==> config.mk <==
export PLATFORM = sky130hd
export DESIGN_NAME = pipe_sched
export DESIGN_NICKNAME = d
export VERILOG_FILES = /design/src/rtl/pipe_sched.sv
export SDC_FILE = /design/constraint.sdc
export NUM_CORES = 1
export LEC_CHECK = 0
export ABC_AREA = 1
export ABC_CLOCK_PERIOD_IN_PS = 2700
export BUFFER_PORTS_ARGS = -buffer_cell sky130_fd_sc_hd__buf_2
export CORE_MARGIN = 1
export CORE_UTILIZATION = 35
export CTS_CLUSTER_DIAMETER = 30
export DETAILED_ROUTE_END_ITERATION = 10
export PLACE_DENSITY = 0.65
export SETUP_SLACK_MARGIN = 0.3
export SLEW_MARGIN = 0
export SYNTH_ARGS = -nofsm -noshare
export SYNTH_HDL_FRONTEND = slang
export SYNTH_SLANG_ARGS = --single-unit
export TNS_END_PERCENT = 1
==> constraint.sdc <==
create_clock -name clk_i -period 2.7 [get_ports clk_i]
set_input_delay 0.81 -clock clk_i [delete_from_list [all_inputs] [get_ports clk_i]]
set_output_delay 0.81 -clock clk_i [all_outputs]
set_load 0.005 [all_outputs]
==> src/rtl/pipe_sched.sv <==
// Pipeline scheduler: arbitrates stall sources, parks jump redirects, sequences trap flush/redirect.
// Latency: stall/flush/new_pc are combinational from inputs and state; a trap takes 2 cycles (flush, redirect).
// Backpressure: stall_o holds upstream stages; jumps seen under a partial (ID) stall are parked until the pipe runs.
//
// Ports: clk_i/rst_i (async, active-low); stall sources stallreq_from_id_i, exe_multi_start_i/exe_cycles_i,
//        mem_req_i/mem_ack_i; redirect sources jump_enable_i/jump_addr_i, trap_req_i.
//        Outputs stall_o[5:0] (pc,if,id,ex,mem,wb), flush_jump_o, flush_all_o, new_pc_o, exe_busy_o, bus_err_o.
// Option: define PIPE_SCHED_PERF_EN to add stall_cnt_o, a free-running count of stalled cycles.
module pipe_sched #(
    parameter int                    ADDR_WIDTH  = 32,
    parameter int                    CNT_WIDTH   = 6,
    parameter int                    MEM_TIMEOUT = 16,
    parameter logic [ADDR_WIDTH-1:0] TRAP_VECTOR = 32'h0000_0100
) (
    input  logic                  clk_i,
    input  logic                  rst_i,
    input  logic                  stallreq_from_id_i,
    input  logic                  exe_multi_start_i,
    input  logic [CNT_WIDTH-1:0]  exe_cycles_i,
    input  logic                  mem_req_i,
    input  logic                  mem_ack_i,
    input  logic                  jump_enable_i,
    input  logic [ADDR_WIDTH-1:0] jump_addr_i,
    input  logic                  trap_req_i,
    output logic [5:0]            stall_o,
    output logic                  flush_jump_o,
    output logic                  flush_all_o,
    output logic [ADDR_WIDTH-1:0] new_pc_o,
    output logic                  exe_busy_o,
    output logic                  bus_err_o
`ifdef PIPE_SCHED_PERF_EN
    ,
    output logic [31:0]           stall_cnt_o
`endif
);

    typedef enum logic [1:0] {
        IDLE       = 2'd0,
        EXE_WAIT   = 2'd1,
        TRAP_FLUSH = 2'd2,
        REDIRECT   = 2'd3
    } state_t;

    localparam logic [CNT_WIDTH-1:0] MEM_TO = CNT_WIDTH'(MEM_TIMEOUT);

    state_t                state, state_nxt;
    logic [CNT_WIDTH-1:0]  exe_cnt, exe_cnt_nxt;
    logic [CNT_WIDTH-1:0]  mem_cnt, mem_cnt_nxt, mem_cnt_inc;
    logic                  pend_vld, pend_vld_nxt;
    logic [ADDR_WIDTH-1:0] pend_addr, pend_addr_nxt;
    logic                  bus_err_nxt;
    logic                  mem_wait, timeout, trap_go;
    logic [5:0]            stall_raw;
    logic                  flush_jump_raw, flush_all_raw;
    logic [ADDR_WIDTH-1:0] new_pc_raw;

    assign mem_wait    = mem_req_i & ~mem_ack_i;
    assign mem_cnt_inc = mem_cnt + 1'b1;
    // mem_cnt only reaches MEM_TO for the single cycle after the last waited cycle
    assign timeout     = (mem_cnt == MEM_TO);
    assign trap_go     = trap_req_i | timeout;

    always_comb begin
        state_nxt      = state;
        exe_cnt_nxt    = exe_cnt;
        mem_cnt_nxt    = mem_cnt;
        pend_vld_nxt   = pend_vld;
        pend_addr_nxt  = pend_addr;
        bus_err_nxt    = 1'b0;
        stall_raw      = 6'b000000;
        flush_jump_raw = 1'b0;
        flush_all_raw  = 1'b0;
        new_pc_raw     = jump_addr_i;

        case (state)
            IDLE, EXE_WAIT: begin
                if (trap_go) begin
                    // trap beats everything: same-cycle jump, parked jump and EX count are dropped
                    state_nxt    = TRAP_FLUSH;
                    pend_vld_nxt = 1'b0;
                    exe_cnt_nxt  = '0;
                    mem_cnt_nxt  = '0;
                end else begin
                    mem_cnt_nxt = mem_wait ? mem_cnt_inc : '0;
                    bus_err_nxt = mem_wait && (mem_cnt_inc == MEM_TO);

                    if (mem_wait)
                        stall_raw = 6'b011111;
                    else if (state == EXE_WAIT)
                        stall_raw = 6'b001111;
                    else if (stallreq_from_id_i)
                        stall_raw = 6'b000111;

                    if (state == EXE_WAIT) begin
                        // a new start pulse while busy is ignored
                        exe_cnt_nxt = exe_cnt - 1'b1;
                        if (exe_cnt <= 1)
                            state_nxt = IDLE;
                    end else if (exe_multi_start_i && (exe_cycles_i != '0)) begin
                        exe_cnt_nxt = exe_cycles_i;
                        state_nxt   = EXE_WAIT;
                    end

                    if (stall_raw == 6'b000000) begin
                        // a fresh jump is younger than a parked one, so it takes the redirect
                        if (jump_enable_i) begin
                            flush_jump_raw = 1'b1;
                            new_pc_raw     = jump_addr_i;
                            pend_vld_nxt   = 1'b0;
                        end else if (pend_vld) begin
                            flush_jump_raw = 1'b1;
                            new_pc_raw     = pend_addr;
                            pend_vld_nxt   = 1'b0;
                        end
                    end else if (jump_enable_i && !stall_raw[3]) begin
                        // EX is moving on, so this jump won't be re-presented: park it
                        pend_vld_nxt  = 1'b1;
                        pend_addr_nxt = jump_addr_i;
                    end
                    // with EX held, the branch stays in EX and will be presented again
                end
            end
            TRAP_FLUSH: begin
                flush_all_raw = 1'b1;
                pend_vld_nxt  = 1'b0;
                exe_cnt_nxt   = '0;
                mem_cnt_nxt   = '0;
                state_nxt     = REDIRECT;
            end
            REDIRECT: begin
                flush_jump_raw = 1'b1;
                new_pc_raw     = TRAP_VECTOR;
                state_nxt      = IDLE;
            end
            default: state_nxt = IDLE;
        endcase
    end

    always_ff @(posedge clk_i or negedge rst_i) begin
        if (!rst_i) begin
            state     <= IDLE;
            exe_cnt   <= '0;
            mem_cnt   <= '0;
            pend_vld  <= 1'b0;
            pend_addr <= '0;
            bus_err_o <= 1'b0;
        end else begin
            state     <= state_nxt;
            exe_cnt   <= exe_cnt_nxt;
            mem_cnt   <= mem_cnt_nxt;
            pend_vld  <= pend_vld_nxt;
            pend_addr <= pend_addr_nxt;
            bus_err_o <= bus_err_nxt;
        end
    end

    // combinational outputs are forced quiet while reset is asserted
    assign stall_o      = rst_i ? stall_raw      : 6'b000000;
    assign flush_jump_o = rst_i ? flush_jump_raw : 1'b0;
    assign flush_all_o  = rst_i ? flush_all_raw  : 1'b0;
    assign new_pc_o     = rst_i ? new_pc_raw     : '0;
    assign exe_busy_o   = (state == EXE_WAIT);

`ifdef PIPE_SCHED_PERF_EN
    always_ff @(posedge clk_i or negedge rst_i) begin
        if (!rst_i)
            stall_cnt_o <= 32'd0;
        else if (stall_raw != 6'b000000)
            stall_cnt_o <= stall_cnt_o + 32'd1;
    end
`endif

endmodule

**Yosys cells after proc, flatten, opt, wreduce, memory -nomap -nowiden**

Cells that the tools add are included.

- $add $sub $neg: 2
- $lt $le $gt $ge: 1
- Eq/ne operators: 8
- Mux-type cells: 40
- Bitwise gates (word level): 5
- Reductions and logical operators: 13

Operators with widths:

| cell | number |
|---|---|
| $mux W32 | 5 |
| $pmux W32 S2 | 1 |
| $mux W6 | 10 |
| $pmux W6 S2 | 2 |
| $eq A6 B5 Y1 const B | 2 |
| $mux W1 | 12 |
| $ne A4 B4 Y1 const B | 3 |
| $mux W2 | 4 |
| $add A6 B1 Y6 const B | 1 |
| $le A6 B1 Y1 const B | 1 |
| $logic_not A6 Y1 | 1 |
| $pmux W2 S3 | 1 |
| $reduce_and A2 Y1 | 3 |
| $reduce_bool A6 Y1 | 1 |
| $sub A6 B1 Y6 const B | 1 |
| $mux W5 | 1 |
| $eq A2 B2 Y1 const B | 2 |
| $mux W4 | 1 |
| $pmux W1 S2 | 2 |
| $reduce_and A4 Y1 | 1 |
| $logic_and A1 B1 Y1 | 3 |
| $mux W3 | 1 |
| $not A1 Y1 | 3 |
| $eq A2 B1 Y1 const B | 1 |
| other kinds (6) | 6 |

- Bits in registers: 48
- Input port bits: 46
- Output and inout port bits: 42
- Word-level logic and storage cells: 75

**Longest topological paths before layout**

Gate-level depths: netlist of run 1.

- Depth in word-level cells: 11
- Depth in mapped cells: 11

**Least setup slack after synthesis of run 1**

OpenSTA, ideal clock, no wires.

- Path type: input -> output
- Start point: in mem_ack_i
- End point: out new_pc_o[10]
- Arrival time: 1,684 ps
- Path slack: 206 ps
- Stages: 9
- Path buffers: 1
- Path through: inv_1 nand2_1 nand3_4 nor2_8 nand2_4 buf_6 nand2_1 nand2_1 a21oi_1

- Longest elaborated chain between the ends: 10

RTL lines:

| element | RTL line | RTL |
|---|---|---|
| start, declared | 21 | `input logic mem_ack_i,` |
| $not A1 Y1 | 57 | `assign mem_wait = mem_req_i & ~mem_ack_i;` |
| $and A1 B1 Y1 | 57 |  |
| $mux W5 | 87 | `if (mem_wait)` |
| $mux W6 | 77 | `if (trap_go) begin` |
| $mux W6 | 75 | `case (state)` |
| $logic_not A6 Y1 | 104 | `if (stall_raw == 6'b000000) begin` |
| $mux W32 | 104 |  |
| $mux W32 | 77 |  |
| $pmux W32 S2 | 75 |  |
| $mux W32 | 161 | `assign new_pc_o = rst_i ? new_pc_raw : '0;` |
| end, declared | 28 | `output logic [ADDR_WIDTH-1:0] new_pc_o,` |

No other way between the ends. The select of a mux whose other input is x is not followed.

**Worst setup path in the final report of run 1**

- Start point: reg mem_cnt[3]
- End point: out new_pc_o[24]

- Longest elaborated chain between the ends: 5

RTL lines:

| element | RTL line | RTL |
|---|---|---|
| start, declared | 48 | `logic [CNT_WIDTH-1:0] mem_cnt, mem_cnt_nxt, mem_cnt_inc;` |
| start signal, assigned | 150 | `mem_cnt <= mem_cnt_nxt;` |
| $eq A6 B5 Y1 | 60 | `assign timeout = (mem_cnt == MEM_TO);` |
| $or A1 B1 Y1 | 61 | `assign trap_go = trap_req_i \| timeout;` |
| $mux W32 | 77 |  |
| $pmux W32 S2 | 75 |  |
| $mux W32 | 161 |  |

No other way between the ends.

==> results of run 1 <==
[worst paths after layout]
path / startpoint / endpoint / slack (ns) / depth (start not counted)
setup reg to reg: mem_cnt[1]$_DFFE_PN0P_ / pend_addr[9]$_DFFE_PN0P_ / 0.70 / 11
setup / recovery: mem_cnt[3]$_DFFE_PN0P_ / new_pc_o[24] / 0.006 / 9
max in group asynchronous: rst_i / state[1]$_DFFE_PN0P_ / 1.96 / 2
hold / removal: pend_addr[23]$_DFFE_PN0P_ / pend_addr[23]$_DFFE_PN0P_ / 0.47 / 2
min in group asynchronous: rst_i / pend_addr[0]$_DFFE_PN0P_ / 0.50 / 2
hold reg to reg: pend_addr[23]$_DFFE_PN0P_ / pend_addr[23]$_DFFE_PN0P_ / 0.47 / 2
[cells in the mapped netlist, types with 5 or more instances]
cell type	n	share of area, %
nand2_1	186	21
dfrtp_1	48	36
nor2_1	47	5.3
inv_1	43	4.8
o21ai_0	29	4.3
a21oi_1	22	3.3
nand3b_1	22	4.9
o21ai_1	16	2.4
nand3_1	11	1.6
or2_2	11	2.1
buf_2	8	1.2
buf_4	6	1.3
buf_6	5	1.7
clkbuf_1	5	0.56
ha_1	5	1.9
[repair_timing]
item | 4_1_cts | 5_1_grt
cloned | 2 | 4
gates resized for setup | 11 | 47
endpoints found under the setup margin | 38 | 38
setup buffers | 8 | 5
pin swaps | 3 | 20
[power by group through the flow]
stage	Sequential, uW	Clock [uW]	Combinational, uW
after floorplan	1150	0	1150
after global placement	1200	0	1540
after detailed placement	1220	0	1570
after CTS	1210	566	1600
after global routing	1240	590	1920
final	1190	550	1680
[through the flow]
step | setup WS (ns) | TNS, ns | hold slack [ns] | total power (uW)
floorplan | 0.297 | 0 | 0.434 | 2300
global placement | -0.0947 | -2.05 | 0.446 | 2750
detailed placement | -0.128 | -3.30 | 0.452 | 2790
CTS | 0.00423 | 0 | 0.473 | 3370
global route | -0.0916 | -2.01 | 0.496 | 3740
finish | 0.00650 | 0 | 0.469 | 3430
[flip-flops by register name (all words and copies together), names as in the netlist]
| signal | flops |
|---|---|
| bus_err_o | 1 |
| pend_vld | 1 |
| mem_cnt | 6 |
| pend_addr | 32 |
| state | 2 |
| exe_cnt | 6 |
[cell families after synthesis]
logic type | after synthesis | synth area share, %
other | 1 | 0.112
AO/OA/AOI/OAI | 72 | 11.1
buffers and inverters | 73 | 10.3
flip-flops | 48 | 35.9
AND/OR/NAND/NOR | 294 | 39.7
adder cells (fa/ha/maj) | 5 | 1.87
XOR/XNOR | 4 | 1.05
[final cells by class]
class	instances	area share, %
Timing Repair Buffer	122	18.8
Multi-Input combinational cell	379	44.8
Tap cell	129	3.51
Sequential cell	48	26.1
Inverter	47	4.11
Clock buffer	6	1.80
Clock inverter	2	0.844
[layer usage]
layer / track usage, % / up-vias / part of all wire, %
met3: 3.51 / 13 / 4.6
met1: 25.1 / 1602 / 46
met2: 32.0 / 99 / 48
met4: 5.20 / 2 / 1.2
met5: 0 / - / 0.14
li1: - / 1777 / -
[worst min-delay path, stage by stage (launching register included)]
cell and delay [ns]:
dfrtp_1 0.34, nand2_1 0.05, nand2_1 0.05
==> metrics.txt, run 1 <==
status finished clean; worst path cell trace nor2_2, inv_1, nor2_2, nor2_4, buf_6, nand2_4, o21ai_1, nor2_1, buf_2; final hold vios 0; RSZ-0062 raised after global routing yes; Setup Skew 0.00526 ns; maximum number of pins on one net before global-route repair 42; H-tree depth 2; Sw Ratio between 40 and 50%; total clock sinks 48; switching power of the nets between 1000 and 1500 uW; synth warn 0; routed via count between 3000 and 4000; crit path max fanout 8; CTS Root Cell clkbuf_8; CP endpoint kind output pin; first-pass GRT wire length between 15000 and 20000 um; Critical Path Most Common Cell nor2_2; Max-Cap Viols 0; combinational power share between 40% and 50%; number of buffers created by CTS 5; Worst VDD drop roughly 410 uV; Worst Path Required roughly 1.9 ns; Worst-Skew Late Latency 0.30 ns; register area about 0.0012 mm2; #FFs+latches synth 48; non-filler cells, final 733; max frequency 0.371 GHz; clk buf depth 2; Seq pwr share between 30% and 40%; slowest cell on the critical path dfrtp_1; net count after synthesis 548; WP data arrival approximately 1.9 ns; area of the multi-input gates around 0.0021 mm2; die area roughly 0.0099 mm2; Placed Area about 0.0041 mm2; fill cell count approximately 890; CP peak stage delay 0.43 ns; fin. max-slew vios 0; Initial Utilization between 30% and 40%; placer congestion estimate ~0.85; Port-buffer cells 86; Cell Rows 35; Hold Path Class reg2reg; Final setup viols 0; DR vias/cell about 4.8; Worst-path clk slew 0.09 ns; synthesized area about 0.0033 mm2; worst-margin pin slew about 0.56 ns; Post-Syn Instances about 500; Buf/Inv on CP 3; Async SR Flop Fraction 100%; drt initial violations ~120; clock share of power approximately 16%; core area between 0.009 and 0.01 mm2; Design Area, Final 0.00460 mm2; chip height 99.7 um; initial antenna violation count 1; commonest non-fill, non-tap cell in the layout nand2_1; hold_buf cts 0; GRT overflow 0; I/O Pins 88; share of layout cells above drive strength 1 ~36%; Tcrit/Tclk final between 90% and 100%; post-synthesis sequential area ratio between 30 and 40%; Post-Place Cells about 700; Final Core Density 49.8%; Initial DRT Pass Iterations 4; Most used DFF post-synth dfrtp_1; delay-heaviest family, CP simple AND/OR/NAND/NOR gates; P per Cell Area between 700 and 800 mW/mm2; Die Span X between 90 and 100 um; vias in the first global route 3360; min Tclk post-route between 2 and 3 ns; Post-synth EDFFs 0; antenna cell count 0; DR WL/cell between 10 and 15 um; leak pwr about 0.0024 uW; syn avg cell area 6.73 um2; Slew HR roughly 63%; DRT antenna net count 0; # nets final approximately 650; detailed-route DRC error count 0; Layout area overhead 37.5%; TritonCTS clock tree done; Total GRT Usage 19.1%; WS Path Type reg2out; Final HPWL DP about 6200 um; Unique masters post-synth 34; most frequent cells in the layout nand2_1 (177), buf_2 (83), dfrtp_1 (47); Critical Path Source Type register; P_int roughly 2000 uW; Post-Route WL 9360 um
Note: power is estimated with default switching activity, not from simulation.
==> run 2, diff against run 1 <==
--- a/config.mk
+++ b/config.mk
@@ -12,7 +12,6 @@
 export CORE_UTILIZATION = 35
 export CTS_CLUSTER_DIAMETER = 30
 export DETAILED_ROUTE_END_ITERATION = 10
-export PLACE_DENSITY = 0.65
 export SETUP_SLACK_MARGIN = 0.3
 export SLEW_MARGIN = 0
 export SYNTH_ARGS = -nofsm -noshare
==> run 2 against run 1 <==
Clock skew decreased by 0.00085 ns. Hold slack about the same. Clock power decreased by 6.4%. Count of clock-buffer cells in the layout unchanged. Core utilization decreased by 1.4 points. Routed wire length decreased by 7.7%. Largest cell class unchanged. Highest routed layer is now met4.
==> metrics.txt, run 2 (synthesis results as in run 1) <==
status finished clean (unchanged); total clock sinks 48 (unchanged); Max-Cap Viols 0 (unchanged); leak pwr 0.00237 uW (was 0.00241 uW); Buf/Inv on CP 4 (was 3); Cell Rows 35 (unchanged); initial antenna violation count 0 (was 1); Worst setup endpoint new_pc_o[8] (was new_pc_o[24]); Setup Skew 0.00441 ns (was 0.00526 ns); DRT antenna net count 0 (unchanged); FF-to-FF setup slack 0.84 ns (was 0.70 ns); Port-buffer cells 86 (unchanged); RSZ-0062 raised after global routing yes (unchanged); die area 0.00995 mm2 (unchanged); slowest cell on the critical path buf_12 (was dfrtp_1); CP peak stage delay 0.17 ns (was 0.43 ns); Critical Path Source Type input port (was register); Layout area overhead 33.6% (was 37.5%); Final WS setup 0.0197 ns (was 0.00650 ns); Initial Utilization 36.2% (unchanged); clk buf depth 2 (unchanged); Die Span X 99.7 um (unchanged); Crit path depth 11 (was 9); min Tclk post-route 2.68 ns (was 2.69 ns); fin. max-slew vios 0 (unchanged); Post-Route WL 8630 um (was 9360 um); most frequent cells in the layout nand2_1 (169), buf_2 (82), dfrtp_1 (48) (was nand2_1 (177), buf_2 (83), dfrtp_1 (47)); R2R depth 10 (was 11); Final setup viols 0 (unchanged); delay-heaviest family, CP simple AND/OR/NAND/NOR gates (unchanged); # nets final 647 (was 654); TritonCTS clock tree done (unchanged); hold_sp pend_addr[12]$_DFFE_PN0P_ (was pend_addr[23]$_DFFE_PN0P_); Tcrit/Tclk final 99.3% (was 99.8%); Worst-path clk slew 0.08 ns (was 0.09 ns); maximum number of pins on one net before global-route repair 38 (was 42); Total GRT Usage 18.3% (was 19.1%); fill cell count 950 (was 892); number of buffers created by CTS 5 (unchanged); worst path cell trace buf_2, nand2_8, nand3_4, nor2_8, nand2_4, buf_12, nand2_1, nand3_1, nand2_1, inv_1, buf_2 (was nor2_2, inv_1, nor2_2, nor2_4, buf_6, nand2_4, o21ai_1, nor2_1, buf_2); Design Area, Final 0.00447 mm2 (was 0.00460 mm2); Initial DRT Pass Iterations 5 (was 4); Placed Area 0.00412 mm2 (was 0.00407 mm2); core area 0.00924 mm2 (unchanged); WS Path Type in2out (was reg2out); CP endpoint kind output pin (unchanged); commonest non-fill, non-tap cell in the layout nand2_1 (unchanged); CTS Root Cell clkbuf_8 (unchanged); max reg flops 32 (unchanged); routed via count 3335 (was 3493); Biggest register pend_addr (unchanged); first-pass GRT wire length 14500 um (was 15400 um); crit path launch mem_req_i (was mem_cnt[3]$_DFFE_PN0P_); Final HPWL DP 6560 um (was 6230 um); Worst VDD drop 309 uV (was 408 uV); max frequency 0.373 GHz (was 0.371 GHz); worst reg2reg startpoint mem_cnt[0]$_DFFE_PN0P_ (was mem_cnt[1]$_DFFE_PN0P_); crit path max fanout 11 (was 8); Hold Path Class reg2reg (unchanged); GRT overflow 0 (unchanged); detailed-route DRC error count 0 (unchanged); H-tree depth 2 (unchanged); top flop regs pend_addr: 32 flops, exe_cnt: 6 flops, mem_cnt: 6 flops (unchanged); Worst Path Required 1.89 ns (about the same); worst slack, placed -0.0616 ns (was -0.128 ns); vias in the first global route 3130 (was 3360); drt initial violations 103 (was 121); non-filler cells, final 726 (was 733); I/O Pins 88 (unchanged); chip height 99.7 um (unchanged); DR vias/cell 4.59 (was 4.77); DR WL/cell 11.9 um (was 12.8 um); WP data arrival 1.87 ns (was 1.88 ns); P per Cell Area 757 mW/mm2 (was 745 mW/mm2); final hold vios 0 (unchanged); antenna cell count 0 (unchanged); Fin Setup TNS 0 ns (unchanged); Post-Place Cells 712 (was 706); placer congestion estimate 0.906 (was 0.850); reg2reg end pend_addr[0]$_DFFE_PN0P_ (was pend_addr[9]$_DFFE_PN0P_); share of layout cells above drive strength 1 35.0% (was 35.6%); Worst-Skew Late Latency 0.30 ns (about the same)
[run 2: final cells by class]
cell class	count	area, um2	share of cell area [%]
repair buffers	118	764	17.1
well taps	129	161	3.61
inverters	47	189	4.23
flip-flops and latches	48	1200	26.9
clock buffers	6	72.6	1.62
clock inverters	2	35.0	0.784
multi-input cells	376	2040	45.7
[run 2: worst min-delay path by stage]
stage | endpoint | cells past startpoint
after floorplan | pend_addr[12]$_DFFE_PN0P_ | 2
after global placement | pend_addr[24]$_DFFE_PN0P_ | 2
after detailed placement | pend_addr[2]$_DFFE_PN0P_ | 2
after CTS | pend_addr[2]$_DFFE_PN0P_ | 2
after global routing | pend_addr[8]$_DFFE_PN0P_ | 2
final | pend_addr[12]$_DFFE_PN0P_ | 2
[run 2: metal layers]
| layer | global-route usage, % | routed length [um] | part of all wire [%] |
|---|---|---|---|
| met3 | 3.16 | 440 | 5.1 |
| met5 | 0 | 0 | 0 |
| met1 | 24.3 | 4050 | 47 |
| met2 | 30.3 | 4090 | 47 |
| met4 | 5.32 | 58 | 0.67 |
[run 2: tightest hold or removal path: stages, from the launching register on]
cell	delay, ns
dfrtp_1	0.34
nand2_1	0.05
nand2_1	0.05
[run 2: what timing repair did]
item                                    in CTS  in global routing
pin swaps                                   13                  9
setup buffers                                3                  3
endpoints found under the setup margin      38                 38
hold buffers                                 0                  0
gates resized for setup                     39                 20
[run 2: report_power, final]
group	total, uW	switching (uW)	internal, uW
Clock	515	240	275
Sequential	1190	175	1020
Combinational	1680	979	698
[run 2: metrics by stage]
step	utilization (%)	hold WS, ns	total power [uW]
after global routing	48.3	0.505	3690
final	48.3	0.469	3380
after CTS	47.3	0.472	3400
after global placement	44.6	0.445	2760
after detailed placement	44.6	0.451	2800
after floorplan	-	0.434	2300
==> run 3, diff against run 2 <==
--- a/config.mk
+++ b/config.mk
@@ -9,9 +9,10 @@
 export ABC_CLOCK_PERIOD_IN_PS = 2700
 export BUFFER_PORTS_ARGS = -buffer_cell sky130_fd_sc_hd__buf_2
 export CORE_MARGIN = 1
-export CORE_UTILIZATION = 35
+export CORE_UTILIZATION = 51
 export CTS_CLUSTER_DIAMETER = 30
 export DETAILED_ROUTE_END_ITERATION = 10
+export PLACE_DENSITY = 0.78
 export SETUP_SLACK_MARGIN = 0.3
 export SLEW_MARGIN = 0
 export SYNTH_ARGS = -nofsm -noshare
==> run 3 against run 2 <==
The flow now finishes with violations (setup timing). Combinational power hardly changed. Register-to-register slack worse by 0.05 ns. Routed wire length grew 6.6%. Critical endpoint is now new_pc_o[2]. Largest cell class unchanged. Largest power group unchanged.
==> metrics.txt, run 3 (synthesis results as in run 1) <==
initial antenna violation count 0 (unchanged); placer congestion estimate 0.870 (was 0.906); Final setup viols 25 (was 0); chip height 83.0 um (was 99.7 um); failing checks setup timing; met1 Use GR 33.3% (was 24.3%); worst path cell trace buf_2, nand2_8, nand3_4, nor2_8, nand2_8, buf_12, o21ai_0, nor2_1, buf_2 (was buf_2, nand2_8, nand3_4, nor2_8, nand2_4, buf_12, nand2_1, nand3_1, nand2_1, inv_1, buf_2); worst-margin pin slew ~0.5 ns; fill cell count 514 (was 950); Worst VDD drop 440 uV (was 309 uV); Cell Rows 29 (was 35); Slew HR 66.7%; H-tree depth 2 (unchanged); register area 0.00120 mm2 (about the same); DRT antenna net count 0 (unchanged); # nets final 651 (was 647); number of buffers created by CTS 5 (unchanged); clk buf depth 2 (unchanged); Final HPWL DP 6250 um (was 6560 um); Layout area overhead 33.5% (was 33.6%); Port-buffer cells 86 (unchanged); Hold Path Class in2async (was reg2reg); slowest cell on the critical path nor2_8 (was buf_12); Worst-path clk slew 0.08 ns (about the same); CP endpoint kind output pin (unchanged); status finished with violations (was finished clean); Die Span X 83.0 um (was 99.7 um); met3 usage 3.88% (was 3.16%); Final Core Density 70.3% (was 48.3%); Post-Route WL 9210 um (was 8630 um); antenna cell count 0 (unchanged); WP data arrival 1.93 ns (was 1.87 ns); DR vias/cell 5.28 (was 4.59); first-pass GRT wire length 14700 um (was 14500 um); drt initial violations 198 (was 103); share of layout cells above drive strength 1 36.5% (was 35.0%); hold_buf cts 0 (unchanged); Worst Path Required 1.89 ns (about the same); non-filler cells, final 677 (was 726); Hold Worst Slack 0.475 ns (was 0.469 ns); core area 0.00635 mm2 (was 0.00924 mm2); Post-Place Cells 659 (was 712); Tcrit/Tclk final 101% (was 99.3%); RSZ-0062 raised after global routing yes (unchanged); crit path max fanout 7 (was 11); P per Cell Area 755 mW/mm2 (was 757 mW/mm2); WS Path Type in2out (unchanged); fin. max-slew vios 0 (unchanged); Setup Skew 0.00139 ns (was 0.00441 ns); routed via count 3574 (was 3335); CP peak stage delay 0.18 ns (was 0.17 ns); total clock sinks 48 (unchanged); Initial Utilization 52.7% (was 36.2%); leak pwr 0.00239 uW (was 0.00237 uW); max frequency 0.365 GHz (was 0.373 GHz); min Tclk post-route 2.74 ns (was 2.68 ns); Total GRT Usage 26.2% (was 18.3%); top flop regs pend_addr: 32 flops, exe_cnt: 6 flops, mem_cnt: 6 flops (unchanged); most frequent cells in the layout nand2_1 (162), buf_2 (85), dfrtp_1 (47) (was nand2_1 (169), buf_2 (82), dfrtp_1 (48)); met2 GRT Util 44.9% (was 30.3%); max reg flops 32 (unchanged); Fin Setup TNS -0.412 ns (was 0 ns); die area 0.00688 mm2 (was 0.00995 mm2); Initial DRT Pass Iterations 4 (was 5); area of the multi-input gates 0.00205 mm2 (was 0.00204 mm2); Worst-Skew Late Latency 0.30 ns (about the same); I/O Pins 88 (unchanged); CTS Root Cell clkbuf_8 (unchanged); Biggest register pend_addr (unchanged); FF-to-FF setup slack 0.79 ns (was 0.84 ns); final hold vios 0 (unchanged); detailed-route DRC error count 0 (unchanged); commonest non-fill, non-tap cell in the layout nand2_1 (unchanged); Final WS setup -0.0396 ns (was 0.0197 ns); GRT overflow 0 (unchanged); busiest grt layer met2 (unchanged); DR WL/cell 13.6 um (was 11.9 um); Max-Cap Viols 0 (unchanged); Critical Path Source Type input port (unchanged); maximum number of pins on one net before global-route repair 37 (was 38); vias in the first global route 3342 (was 3130); total power 3370 uW (was 3380 uW); TritonCTS clock tree done (unchanged)
-- run 3: per-layer routing --
metal,wire (um),up-vias
met4,156,0
li1,-,1760
met3,422,19
met1,4070,1674
met2,4560,121
met5,0,-
-- run 3: final cells by class --
type | count | share of cell area [%]
flip-flops and latches | 48 | 26.9
inverters | 47 | 4.23
multi-input cells | 376 | 45.9
well taps | 77 | 2.16
repair buffers | 122 | 18.6
clock buffers | 7 | 2.16
-- run 3: repair_timing --
| item | 4_1_cts | 5_1_grt |
|---|---|---|
| pin swaps | 6 | 6 |
| cloned | 1 | 2 |
| setup buffers | 5 | 3 |
| gates resized for setup | 13 | 49 |
| setup endpoints to repair | 38 | 38 |
-- run 3: final timing paths --
path	from	to	cells after the start
hold / removal	rst_i	bus_err_o$_DFF_PN0_	2
setup / recovery	mem_req_i	new_pc_o[2]	9
min in group clk_i	pend_addr[12]$_DFFE_PN0P_	pend_addr[12]$_DFFE_PN0P_	2
hold reg to reg	pend_addr[12]$_DFFE_PN0P_	pend_addr[12]$_DFFE_PN0P_	2
setup reg to reg	mem_cnt[1]$_DFFE_PN0P_	pend_addr[8]$_DFFE_PN0P_	10
max in group asynchronous	rst_i	pend_addr[27]$_DFFE_PN0P_	3
-- run 3: report_power, final --
part           switching [uW]  total (uW)  internal (uW)
clock                     234         463            228
combinational            1010        1700            695
sequential                187        1200           1020
total                    1430        3370           1940
-- run 3: worst max-delay path: cells and delay by family --
kind | cells | cell delay [ns]
AND/OR/NAND/NOR | 5 | 0.52
AO/OA/AOI/OAI | 1 | 0.16
buffers and inverters | 3 | 0.43
-- run 3: stage by stage --
step	cell area [um2]	worst slack [ns]
2_1_floorplan	3460	0.297
3_3_place_gp	4030	-0.0280
3_5_place_dp	4030	-0.0457
4_1_cts	4230	0.0116
5_1_grt	4460	-0.137
6_report	4460	-0.0396
